### config.mk
export PLATFORM = sky130hd
export DESIGN_NAME = mnist_dense_engine_flat
export DESIGN_NICKNAME = d
export VERILOG_FILES = /design/src/rtl/mnist_dense_if.sv /design/src/rtl/mnist_dense_engine.sv /design/src/flat_wrapper.sv
export SDC_FILE = /design/constraint.sdc
export NUM_CORES = 1
export LEC_CHECK = 0
export CORE_AREA = 2 2 208 210
export CTS_CLUSTER_DIAMETER = 30
export DETAILED_ROUTE_END_ITERATION = 12
export DIE_AREA = 0 0 210 212
export PLACE_DENSITY = 0.78
export RECOVER_POWER = 50
export SYNTH_ARGS = -nofsm -noshare
export SYNTH_HDL_FRONTEND = slang
export SYNTH_SLANG_ARGS = --single-unit
export TNS_END_PERCENT = 100
### constraint.sdc
create_clock -name clk -period 8.55 [get_ports clk]
set_input_delay 0.855 -clock clk [delete_from_list [all_inputs] [get_ports clk]]
set_output_delay 0.855 -clock clk [all_outputs]
set_load 0.05 [all_outputs]
### src/rtl/mnist_dense_if.sv
// mnist_dense_if: RAM read port, start request and score/class results of the dense engine
interface mnist_dense_if #(
    parameter int ADDR_W = 12
) ();
    logic              start;
    logic [ADDR_W-1:0] mem_addr;
    logic              mem_we;
    logic [31:0]       mem_rdata;
    logic              busy;
    logic              score_valid;
    logic [3:0]        score_idx;
    logic [31:0]       score;
    logic              done;
    logic [3:0]        class_idx;
    logic [31:0]       class_score;

    modport master (
        output start, mem_rdata,
        input  mem_addr, mem_we, busy, score_valid, score_idx, score, done, class_idx, class_score
    );

    modport slave (
        input  start, mem_rdata,
        output mem_addr, mem_we, busy, score_valid, score_idx, score, done, class_idx, class_score
    );
endinterface

### src/rtl/mnist_dense_engine.sv
// mnist_dense_engine: streams packed image and weights from RAM, computes 10 dot-product scores and their arg-max
module mnist_dense_engine #(
    parameter int ADDR_W   = 12,
    parameter int IMG_BASE = 0,
    parameter int W_BASE   = 256,
    parameter int N_WORDS  = 196,
    parameter int N_OUT    = 10
) (
    input logic         clk,
    input logic         rst_n,
    mnist_dense_if.slave bus
);
    localparam int KW = $clog2(N_WORDS);

    typedef enum logic [2:0] {IDLE, IMG, WGT, MAC, CMP, DONE} state_t;

    state_t             state;
    logic [KW-1:0]      k;
    logic [3:0]         n;
    logic [ADDR_W-1:0]  waddr;
    logic [31:0]        pix_reg;
    logic signed [31:0] acc;
    logic signed [31:0] max_score;
    logic [3:0]         max_idx;
    logic signed [18:0] lane_sum;
    logic signed [31:0] acc_nxt;
    logic               better;

    assign bus.mem_we = 1'b0;
    assign acc_nxt    = acc + {{13{lane_sum[18]}}, lane_sum};
    assign better     = acc > max_score;

    // Four-lane product sum: unsigned pixel lane times signed weight lane from the RAM word
    always_comb begin
        lane_sum = '0;
        for (int i = 0; i < 4; i++)
            lane_sum = lane_sum + 19'($signed({1'b0, pix_reg[8*i +: 8]}) * $signed(bus.mem_rdata[8*i +: 8]));
    end

    // Sequencer: the weight address runs contiguously across neurons, so one incrementing pointer covers all of them
    always_ff @(posedge clk or negedge rst_n) begin
        if (!rst_n) begin
            state           <= IDLE;
            k               <= '0;
            n               <= '0;
            waddr           <= ADDR_W'(W_BASE);
            pix_reg         <= '0;
            acc             <= '0;
            max_score       <= '0;
            max_idx         <= '0;
            bus.mem_addr    <= ADDR_W'(IMG_BASE);
            bus.busy        <= 1'b0;
            bus.score_valid <= 1'b0;
            bus.score_idx   <= '0;
            bus.score       <= '0;
            bus.done        <= 1'b0;
            bus.class_idx   <= '0;
            bus.class_score <= '0;
        end else begin
            bus.score_valid <= 1'b0;
            bus.done        <= 1'b0;
            case (state)
                IDLE: begin
                    bus.mem_addr <= ADDR_W'(IMG_BASE);
                    if (bus.start) begin
                        state     <= IMG;
                        n         <= '0;
                        k         <= '0;
                        acc       <= '0;
                        max_score <= 32'sh8000_0000;
                        max_idx   <= '0;
                        waddr     <= ADDR_W'(W_BASE);
                        bus.busy  <= 1'b1;
                    end
                end
                IMG: begin
                    state        <= WGT;
                    bus.mem_addr <= waddr;
                end
                WGT: begin
                    state   <= MAC;
                    pix_reg <= bus.mem_rdata;
                end
                MAC: begin
                    acc   <= acc_nxt;
                    waddr <= waddr + ADDR_W'(1);
                    if (k == KW'(N_WORDS - 1)) begin
                        state           <= CMP;
                        bus.score_valid <= 1'b1;
                        bus.score_idx   <= n;
                        bus.score       <= acc_nxt;
                    end else begin
                        state        <= IMG;
                        k            <= k + KW'(1);
                        bus.mem_addr <= ADDR_W'(IMG_BASE + int'(k) + 1);
                    end
                end
                CMP: begin
                    max_score    <= better ? acc : max_score;
                    max_idx      <= better ? n : max_idx;
                    k            <= '0;
                    acc          <= '0;
                    bus.mem_addr <= ADDR_W'(IMG_BASE);
                    if (n == 4'(N_OUT - 1)) begin
                        state           <= DONE;
                        bus.done        <= 1'b1;
                        bus.class_idx   <= better ? n : max_idx;
                        bus.class_score <= better ? acc : max_score;
                    end else begin
                        state <= IMG;
                        n     <= n + 4'd1;
                    end
                end
                DONE: begin
                    state        <= IDLE;
                    bus.busy     <= 1'b0;
                    bus.mem_addr <= ADDR_W'(IMG_BASE);
                end
                default: state <= IDLE;
            endcase
        end
    end
endmodule

### src/flat_wrapper.sv
// flat-port wrapper written by rule: the top's interface ports become plain ports
module mnist_dense_engine_flat 
#(
    parameter int ADDR_W   = 12,
    parameter int IMG_BASE = 0,
    parameter int W_BASE   = 256,
    parameter int N_WORDS  = 196,
    parameter int N_OUT    = 10
)
  (clk, rst_n, bus_start, bus_mem_rdata, bus_mem_addr, bus_mem_we, bus_busy, bus_score_valid, bus_score_idx, bus_score, bus_done, bus_class_idx, bus_class_score);
  mnist_dense_if #(.ADDR_W(ADDR_W)) bus_i ();
  input logic clk;
  input logic rst_n;
  input wire logic [$bits(bus_i.start)-1:0] bus_start;
  input wire logic [$bits(bus_i.mem_rdata)-1:0] bus_mem_rdata;
  output wire logic [$bits(bus_i.mem_addr)-1:0] bus_mem_addr;
  output wire logic [$bits(bus_i.mem_we)-1:0] bus_mem_we;
  output wire logic [$bits(bus_i.busy)-1:0] bus_busy;
  output wire logic [$bits(bus_i.score_valid)-1:0] bus_score_valid;
  output wire logic [$bits(bus_i.score_idx)-1:0] bus_score_idx;
  output wire logic [$bits(bus_i.score)-1:0] bus_score;
  output wire logic [$bits(bus_i.done)-1:0] bus_done;
  output wire logic [$bits(bus_i.class_idx)-1:0] bus_class_idx;
  output wire logic [$bits(bus_i.class_score)-1:0] bus_class_score;
  assign bus_i.start = bus_start;
  assign bus_i.mem_rdata = bus_mem_rdata;
  assign bus_mem_addr = bus_i.mem_addr;
  assign bus_mem_we = bus_i.mem_we;
  assign bus_busy = bus_i.busy;
  assign bus_score_valid = bus_i.score_valid;
  assign bus_score_idx = bus_i.score_idx;
  assign bus_score = bus_i.score;
  assign bus_done = bus_i.done;
  assign bus_class_idx = bus_i.class_idx;
  assign bus_class_score = bus_i.class_score;
  mnist_dense_engine #(.ADDR_W(ADDR_W), .IMG_BASE(IMG_BASE), .W_BASE(W_BASE), .N_WORDS(N_WORDS), .N_OUT(N_OUT)) u_core (.clk(clk), .rst_n(rst_n), .bus(bus_i));
endmodule
==> summary.md <==
| Metric | Value |
|---|---|
| Setup tns final | -0.803 ns |
| Wire length per cell | 17.1 microns |
| Input/output buffers | 121 |
| Final min period | 8.76 ns |
| First-pass GRT wire length | 90300 microns |
| Max_slew headroom | -184% |
| Synthesized flop and latch total | 214 |
| Share of the synthesized area in the top cell type | 25.0% |
| DRC viols | 0 |
| Largest net degree at the start of global routing | 81 |
| Vias in the first global route | 18803 |
| Layout area overhead | 32.2% |
| Synth area leaders | dfrtp_1 (25%), fa_1 (17%), ha_1 (15%), inv_1 (6.6%), and2_1 (4.6%) |
| Tot GR Track Use | 25.1% |
| Setup WS post-layout | -0.208 ns |
| TritonCTS clock tree | built |
| Synth warnings | 0 |
| Post-placement cell area | 25300 sq um |
| Worst-path clk slew | 0.05 ns |
| Final core occ | 66.4% |
| CP max stage delay | 0.57 ns |
| Syn Nets | 2788 |
| Die Wd | 210 microns |
| Compound-Gate Fraction of Synth Area | 10.1% |
| Htree depth | 2 |
| Max cap viols | 4 |
| Grt ovf | 0 |
| Least-Margin Pin Slew | 4.27 ns |
| FFs w/ async S/R, synth | 100% |
| Worst clock skew | 0.0351 ns |
| Starting density of the core | 50.2% |
| Final instance area | 28200 sq um |
| Die Ht | 212 microns |
| CTS buffer count | 49 |
| Rows | 76 |
| Post-synth EDFFs | 0 |
| Mux cell area share after synthesis | 5.34% |
| Nets | 3201 |
| Simple logic cell fraction of the synthesized area | 14.8% |
| Layout fillers | 3106 |
| Routability congestion estimate | 0.884 |
| Final wirelength | 56500 microns |
| Clock Path Buffers | 3 |
| Syn Inst Count | 2308 |
| Ratio of cells with drive above 1 in the final layout | 23.7% |
| Setup violations, final | 8 |
| Final Hold Viols | 0 |
| Fmax | 114 MHz |
| Hpwl dp | 41600 microns |
| Slew Limit Fails | 252 |
| Synth Flop Type | dfrtp_1 |
| Worst EP required | 9.00 ns |
| CP Launch Type | flop |
| XOR/XNOR Fraction of Synth Area | 4.27% |
| Via density | 5.38 |
| Die area | 44500 sq um |
| Root buffer cell | clkbuf_16 |
| Final ANT Viol Nets | 0 |
| Synthesized cell area | 21300 sq um |
| Via Count | 17798 |
| Failing checks | max-capacitance violations, max-slew violations, negative setup slack |
| Crit-path max FO | 7 |
| Critical path's slowest cell | fa_1 |
| Critical path endpoint category | flop |
| Io pins | 123 |
| RSZ-0062 raised after global routing | yes |
| Post-synthesis sequential area ratio | 25.1% |
| CTS sink count | 214 |
| CP arrival | 9.21 ns |
| Syn avg cell area | 9.24 sq um |
| Diode count | 0 |
| Netlist cell types | 63 |
| Status | finished with violations |
| Initial antenna violation count | 0 |
| Drt first pass iters | 5 |
| Adder-Cell Fraction of Synth Area | 32.6% |
| CORE AREA | 42500 sq um |
| Final period util | 102% |
| Main combinational cell family by area after synthesis | adder cells |
| Iter 0 DRT Violations | 1095 |
| Setup CP Type | reg2reg |
| Synth area leader | dfrtp_1 |
| Hold Crit Class | reg2reg |
| Skew-Pair Late Insertion Delay | 0.60 ns |
[layout by cell type, fill, tap and decap left out, types with 63 or more instances in the layout]
| cell | Yosys | routed |
|---|---|---|
| mux2i_1 | 70 | 70 |
| o21ai_0 | 80 | 64 |
| clkdlybuf4s50_1 | 0 | 94 |
| nand2_1 | 236 | 231 |
| dfrtp_1 | 213 | 199 |
| ha_1 | 261 | 221 |
| buf_4 | 4 | 274 |
| nor2_1 | 127 | 115 |
| and2_1 | 158 | 152 |
| xnor2_1 | 74 | 63 |
| inv_1 | 374 | 350 |
| a21oi_1 | 118 | 86 |
| fa_1 | 184 | 179 |
[cells in the mapped netlist, drive strengths merged (4+ instances only)]
| cell type | instances |
|---|---|
| a22o | 6 |
| nor2 | 127 |
| a31oi | 5 |
| nand2b | 20 |
| o31a | 8 |
| o21a | 20 |
| o211ai | 4 |
| o41ai | 10 |
| inv | 374 |
| fa | 184 |
| ha | 261 |
| a21boi | 5 |
| nor3 | 21 |
| buf | 13 |
| nor2b | 15 |
| and2 | 158 |
| o21ai | 81 |
| nand4 | 20 |
| a21o | 38 |
| a22oi | 4 |
| nor4 | 4 |
| or2 | 6 |
| o21bai | 15 |
| dfrtp | 213 |
| a21oi | 118 |
| nand2 | 236 |
| mux2i | 70 |
| xor2 | 30 |
| mux2 | 39 |
| xnor2 | 74 |
| clkbuf | 45 |
| and3 | 5 |
| nand3 | 35 |
[final cells by class]
cell class                      instances  area (sq um)  share of cell area (%)
Tap cell                              546           683                    2.42
Sequential cell                       214          5370                    19.0
Inverter                              374          1420                    5.02
Clock buffer                           59          1310                    4.66
Clock inverter                         32           429                    1.52
Timing Repair Buffer                  419          3460                    12.3
Multi-Input combinational cell       1663         15500                    55.1
[through the flow]
stage	setup slack [ns]	cells	hold WS (ns)
after detailed placement	-1.34	3174	0.467
after global routing	-0.600	3307	0.506
after global placement	-1.08	3174	0.460
final	-0.208	3307	0.480
after floorplan	-0.139	2308	0.456
after CTS	-0.0777	3285	0.239
[repair_timing]
| item | 4_1_cts | 5_1_grt |
|---|---|---|
| pin swaps | 67 | 69 |
| endpoints found under the setup margin | 36 | 34 |
| hold buffers | 0 | 0 |
| resized for setup | 158 | 118 |
| cloned | 1 | 0 |
| buffers inserted | 20 | 24 |
[per-layer routing]
| metal | share of wire, % | vias to the layer above | GRT usage, % |
|---|---|---|---|
| li1 | - | 8379 | - |
| met1 | 40 | 8734 | 30.1 |
| met2 | 50 | 528 | 44.6 |
| met3 | 5.0 | 157 | 3.69 |
| met4 | 4.3 | 0 | 11.3 |
| met5 | 0 | - | 0 |
[final timing paths]
check                                      from                         end  slack [ns]  cells after the start
setup reg to reg             u_core.pix_reg[27]        u_core.bus.score[31]       -0.21                     40
min in group asynchronous                 rst_n  u_core.bus.class_score[16]        1.77                      1
max in group asynchronous                 rst_n          u_core.pix_reg[19]        3.19                      2
hold reg to reg            u_core.bus.score[19]        u_core.bus.score[19]        0.48                      2
setup / recovery             u_core.pix_reg[27]        u_core.bus.score[31]       -0.21                     40
hold / removal             u_core.bus.score[19]        u_core.bus.score[19]        0.48                      2
[worst max-delay path: cells and delay by family, from the launching register on]
kind	cells	cell delay (ns)
xor gates and xnor gates	4	0.63
and+or+nand+nor	5	0.98
AOI/OAI and AO/OA	11	1.96
DFF	1	0.45
adders and majority gates	10	3.63
buffers and inverters	10	0.96
[kinds of logic (layout without fill, tap and decap cells)]
logic type | Yosys count | after routing
AOI/OAI and AO/OA | 345 | 345
adders and majority gates | 445 | 445
xor gates and xnor gates | 104 | 105
buffers and inverters | 432 | 884
and+or+nand+nor | 658 | 658
other | 1 | 1
muxes | 109 | 109
DFF | 214 | 214
Power is left out: the tool's default activity adds up to more than one toggle a clock period on the data nets, which glitch-free logic cannot reach.
